File: config.mk
export PLATFORM = sky130hd
export DESIGN_NAME = turn_signal_fsm
export DESIGN_NICKNAME = d
export VERILOG_FILES = /design/src/rtl/turn_signal_fsm_pkg.sv /design/src/rtl/tick_divider.sv /design/src/rtl/turn_signal_fsm.sv
export SDC_FILE = /design/constraint.sdc
export NUM_CORES = 1
export LEC_CHECK = 0
export CAP_MARGIN = 20
export CORE_ASPECT_RATIO = 0.8
export CORE_MARGIN = 2
export CORE_UTILIZATION = 38
export DETAILED_ROUTE_END_ITERATION = 10
export HOLD_SLACK_MARGIN = 0.03
export SYNTH_ARGS = -nofsm -noshare
export SYNTH_HDL_FRONTEND = slang
export SYNTH_HIERARCHICAL = 1
export SYNTH_SLANG_ARGS = --single-unit
File: constraint.sdc
create_clock -name CLOCK_50 -period 2.3 [get_ports CLOCK_50]
set_clock_uncertainty 0.1 [all_clocks]
set_input_delay 0.345 -clock CLOCK_50 [delete_from_list [all_inputs] [get_ports CLOCK_50]]
set_output_delay 0.345 -clock CLOCK_50 [all_outputs]
set_load 0.01 [all_outputs]
File: src/rtl/turn_signal_fsm_pkg.sv
// rtl/turn_signal_fsm_pkg.sv - shared state encodings and switch-request decode for the turn-signal path
package turn_signal_fsm_pkg;

    typedef enum logic [2:0] {
        IDLE       = 3'b000,
        HAZARDS    = 3'b001,
        TURN_LEFT  = 3'b010,
        TURN_RIGHT = 3'b011
    } state_t;

    // SW[1] = left, SW[0] = right; both together request hazards.
    function automatic state_t decode_req(input logic [1:0] sw);
        state_t req;
        case (sw)
            2'b10:   req = TURN_LEFT;
            2'b01:   req = TURN_RIGHT;
            2'b11:   req = HAZARDS;
            default: req = IDLE;
        endcase
        return req;
    endfunction

endpackage

File: src/rtl/tick_divider.sv
// rtl/tick_divider.sv - divides the system clock down to a one-cycle blink tick at TICK_HZ
module tick_divider #(
    parameter int CLK_HZ  = 50000000,
    parameter int TICK_HZ = 4
) (
    input  logic CLOCK_50,
    input  logic reset,
    output logic tick
);

    localparam int DIV = CLK_HZ / TICK_HZ;
    localparam int CW  = (DIV > 2) ? $clog2(DIV) : 1;

    generate
        if (DIV < 2) begin : g_bad_div
            $error("tick_divider: CLK_HZ/TICK_HZ must be at least 2");
        end
    endgenerate

    logic [CW-1:0] r_cnt;
    logic          r_tick;

    // Tick is registered one count early so it is high exactly while count == DIV-1.
    always_ff @(posedge CLOCK_50) begin
        if (reset) begin
            r_cnt  <= '0;
            r_tick <= 1'b0;
        end else begin
            if (r_cnt == CW'(DIV - 1))
                r_cnt <= '0;
            else
                r_cnt <= r_cnt + CW'(1);
            r_tick <= (r_cnt == CW'(DIV - 2));
        end
    end

    assign tick = r_tick;

endmodule

File: src/rtl/turn_signal_fsm.sv
// rtl/turn_signal_fsm.sv - switch sync, blink tick and IDLE/HAZARDS/TURN state register for the tail lights
module turn_signal_fsm
    import turn_signal_fsm_pkg::*;
#(
    parameter int CLK_HZ  = 50000000,
    parameter int TICK_HZ = 4
) (
    input  logic       CLOCK_50,
    input  logic       reset,
    input  logic [1:0] SW,
    output logic [2:0] CurrentState,
    output logic [1:0] step,
    output logic       tick
);

    logic       w_tick;
    state_t     w_req;
    logic [1:0] r_sw_meta;
    logic [1:0] r_sw_sync;
    state_t     r_state;
    logic [1:0] r_step;

    tick_divider #(
        .CLK_HZ  (CLK_HZ),
        .TICK_HZ (TICK_HZ)
    ) u_tick_divider (
        .CLOCK_50 (CLOCK_50),
        .reset    (reset),
        .tick     (w_tick)
    );

    assign w_req = decode_req(r_sw_sync);

    always_ff @(posedge CLOCK_50) begin
        if (reset) begin
            r_sw_meta <= 2'b00;
            r_sw_sync <= 2'b00;
            r_state   <= IDLE;
            r_step    <= 2'd0;
        end else begin
            r_sw_meta <= SW;
            r_sw_sync <= r_sw_meta;
            if (w_tick) begin
                case (r_state)
                    IDLE: begin
                        r_state <= w_req;
                        r_step  <= 2'd0;
                    end
                    HAZARDS: begin
                        if (w_req == HAZARDS) begin
                            r_step <= {1'b0, ~r_step[0]};
                        end else begin
                            r_state <= w_req;
                            r_step  <= 2'd0;
                        end
                    end
                    TURN_LEFT, TURN_RIGHT: begin
                        // Hazards cut in at once; any other change waits for the sequence to finish.
                        if (w_req == HAZARDS) begin
                            r_state <= HAZARDS;
                            r_step  <= 2'd0;
                        end else if (r_step == 2'd3) begin
                            r_state <= w_req;
                            r_step  <= 2'd0;
                        end else begin
                            r_step <= r_step + 2'd1;
                        end
                    end
                    default: begin
                        r_state <= IDLE;
                        r_step  <= 2'd0;
                    end
                endcase
            end
        end
    end

    assign CurrentState = r_state;
    assign step         = r_step;
    assign tick         = w_tick;

endmodule

==> summary.txt <==
Place
  • Gpl congestion: about 0.8
  • IO Port Bufs: 8
  • Cells after DPL: between 200 and 250
  • Hpwl dp: 2.08 mm
  • Cell Area, Placed: 0.00165 sq mm

Cells and area
  • Nets@finish: between 150 and 200
  • ANT cells: 0
  • Syn-to-layout area delta: 19.3%
  • Register area: 661 sq um
  • Share of cells above drive strength 1: 9.24%
  • Fillers: between 300 and 400
  • Non-filler instance count after layout: between 200 and 250
  • Design Area, Final: 0.00177 sq mm
  • Multi-input combinational cell area: around 770 sq um

Drt
  • Drt wl/cell: 11.9 um
  • Via count: 1193
  • First-pass iteration count of the detailed router: 4
  • Detailed Route Iter0 Violations: 52
  • Vias/cell: 4.99
  • Remaining antenna violation count: 0
  • DR DRC count: 0
  • Final WL: 2.84 mm

Hold path
  • Min-delay worst type: reg -> reg
  • Hold EP: r_sw_sync[1]
  • Hold Path Origin: r_sw_meta[1]
  • Min-Delay Path Depth: 1

Floorplanning
  • FP Rows: 20
  • Top Ports: 10
  • DIE WIDTH: 73.8 um
  • Starting Density: 39.2%
  • Core Area: 0.00378 sq mm
  • Die area: 0.00442 sq mm
  • Die Y: roughly 60 um

Yosys
  • Synthesized instance count: 167
  • Mapped Area: 0.00148 sq mm
  • Synth Flop Type: dfxtp_1
  • Post-synth EDFFs: 0
  • Yosys reg bits: 33
  • Yosys warning total: 6
  • Sequential area share after synthesis: 44.6%
  • Mapped Nets: 177
  • Netlist cell types: 33
  • Synth async-reset ratio: 0%
  • Syn Area/Cell: approximately 9 sq um

GRT
  • Total GRT Usage: approximately 15%
  • First-pass GRT wire length: 5.02 mm
  • Vias in the first global route: 1179
  • Largest net degree at the start of global routing: 22
  • Total gr overflow: 0
  • Initial antenna violation count: 0

Worst setup path
  • Crit path DAT: 2.25 ns
  • Worst path cell trace: nand4_1 > or4_1 > or4_1 > a21oi_1
  • Worst r2r src: u_tick_divider/r_cnt[5]
  • Worst reg2reg setup slack: approximately 0.16 ns
  • Worst path bufs/invs: 0
  • Slowest Stage Delay on Critical Path: 0.67 ns
  • Crit-path most repeated cell: or4_1
  • R2R depth: 4
  • CP Max Fanout: 9
  • CP max stage cell: or4_1
  • Worst setup SP type: flop
  • Req. time, crit path: 2.41 ns
  • CP top delay family: simple AND/OR/NAND/NOR gates
  • Critical path capture point type: flop
  • WS Path Type: reg -> reg
  • R2R Path End: u_tick_divider/r_cnt[23]

STA
  • RSZ-0062 raised after global routing: false
  • Max Clock Freq: 467 MHz
  • Min cycle time layout: around 2.1 ns
  • Hold Fails Final Rpt: 0
  • Final setup viols: 0
  • Final period util: about 93%
  • Final hold slack: 0.341 ns
  • Fin. max-slew vios: 0
  • Final setup TNS: 0 ns

Status
  • Outcome: finished clean

Clock tree
  • CTS Buf Count: 5
  • TritonCTS clock tree: built
  • Worst-Skew Late Latency: 0.28 ns
  • Clk slew on worst S/H paths: 0.07 ns
  • Hold-fix buffer count after cts: 0
  • Clk buf depth: 2
  • Clk sinks: 33
  • CTS H-tree lvls: 2
  • Post-CTS setup buffers: 0
  • CTS resizes: 0
  • Clock root buffer: clkbuf_8

Pwr
  • Leak pwr: roughly 0.00057 uW
  • Max VDD drop: 402 uV
  • Power per cell area: 663 mW/mm^2

Flow run
  • Max cap viols: 0
==> synth_stat cells (all sizes together) (2+ instances only) <==
library cell | n | share of area (%)
nor4 | 5 | 2.1
nand3 | 6 | 2.9
xor2 | 3 | 1.8
and4 | 3 | 1.9
or3 | 6 | 2.5
nand4 | 7 | 3.0
o21ai | 5 | 1.7
xnor2 | 11 | 6.5
buf | 2 | 0.84
o31ai | 4 | 2.4
nor2 | 21 | 5.3
inv | 7 | 1.8
clkbuf | 3 | 0.76
or4 | 5 | 2.5
nand2 | 13 | 3.3
nor2b | 4 | 1.7
dfxtp | 33 | 45
a21oi | 12 | 4.3
nor3 | 3 | 1.0
ha | 6 | 5.1
==> state kept, by name, summed over array words and instances (netlist names) <==
| name | flops |
|---|---|
| r_sw_sync | 2 |
| step | 2 |
| u_tick_divider/r_cnt | 24 |
| r_sw_meta | 2 |
| u_tick_divider/tick | 1 |
| CurrentState | 2 |
==> layout by cell type, fill, tap and decap left out, drive strengths merged <==
| cell type | count |
|---|---|
| dfxtp | 33 |
| nor2 | 21 |
| nand2 | 13 |
| a21oi | 12 |
| xnor2 | 11 |
| clkdlybuf4s50 | 8 |
| inv | 7 |
| nand4 | 7 |
| clkbuf | 7 |
| ha | 6 |
| buf | 6 |
| or3 | 6 |
| nand3 | 6 |
| or4 | 5 |
| nor4 | 5 |
| o21ai | 5 |
| nor2b | 4 |
| o31ai | 4 |
| nor3 | 3 |
| xor2 | 3 |
| and4 | 3 |
| nand3b | 1 |
| or3b | 1 |
| a211o | 1 |
| nand4b | 1 |
| a311oi | 1 |
| conb | 1 |
| bufinv | 1 |
| nor4b | 1 |
| and3 | 1 |
==> cell type report <==
| cell class | instances | area share, % |
|---|---|---|
| multi-input cells | 122 | 43.6 |
| flip-flops and latches | 33 | 37.4 |
| repair buffers | 14 | 7.08 |
| clock buffers | 7 | 4.88 |
| well taps | 55 | 3.89 |
| clock inverters | 1 | 1.70 |
| inverters | 7 | 1.49 |
==> worst max path at each step <==
| stage | start | endpoint | slack [ns] | depth (start not counted) |
|---|---|---|---|---|
| finish | u_tick_divider/r_cnt[5] | u_tick_divider/r_cnt[23] | 0.16 | 4 |
| global route | u_tick_divider/r_cnt[0] | u_tick_divider/r_cnt[20] | 0.03 | 5 |
| CTS | u_tick_divider/r_cnt[5] | u_tick_divider/r_cnt[23] | 0.18 | 4 |
| detailed placement | u_tick_divider/r_cnt[0] | u_tick_divider/r_cnt[22] | 0.20 | 5 |
| global placement | u_tick_divider/r_cnt[5] | u_tick_divider/r_cnt[23] | 0.27 | 4 |
| floorplan | u_tick_divider/r_cnt[0] | u_tick_divider/r_cnt[20] | 0.27 | 6 |
==> report_power, final <==
group	internal (uW)	total [uW]	switching, uW
registers	579	586	6.96
clock network	353	550	197
logic	16.1	35.0	18.8
total	948	1170	223
==> metal layers <==
metal  track usage, %  wire (um)  vias to the layer above
li1                 -          -                      616
met1             18.7       1420                      562
met2             23.6       1330                       13
met3             4.22         79                        2
met4             7.01         16                        0
met5                0          0                        -
==> stage by stage <==
stage	setup slack (ns)	total power, uW	util (%)
2_1_floorplan	0.268	618	-
3_3_place_gp	0.274	633	43.7
3_5_place_dp	0.199	634	43.7
4_1_cts	0.179	1190	46.8
5_1_grt	0.0301	1220	46.8
6_report	0.158	1170	46.8
==> cell families (layout without fill, tap and decap cells) <==
family	after synthesis	count (layout)	share of synthesized area [%]
simple gates	78	78	28.9
flops	33	33	44.6
compound gates	23	23	9.54
xor+xnor	14	14	8.28
buf+inv	12	29	3.38
fa+ha+maj	6	6	5.07
other cells	1	1	0.253
Note: power is estimated with default switching activity, not from simulation.
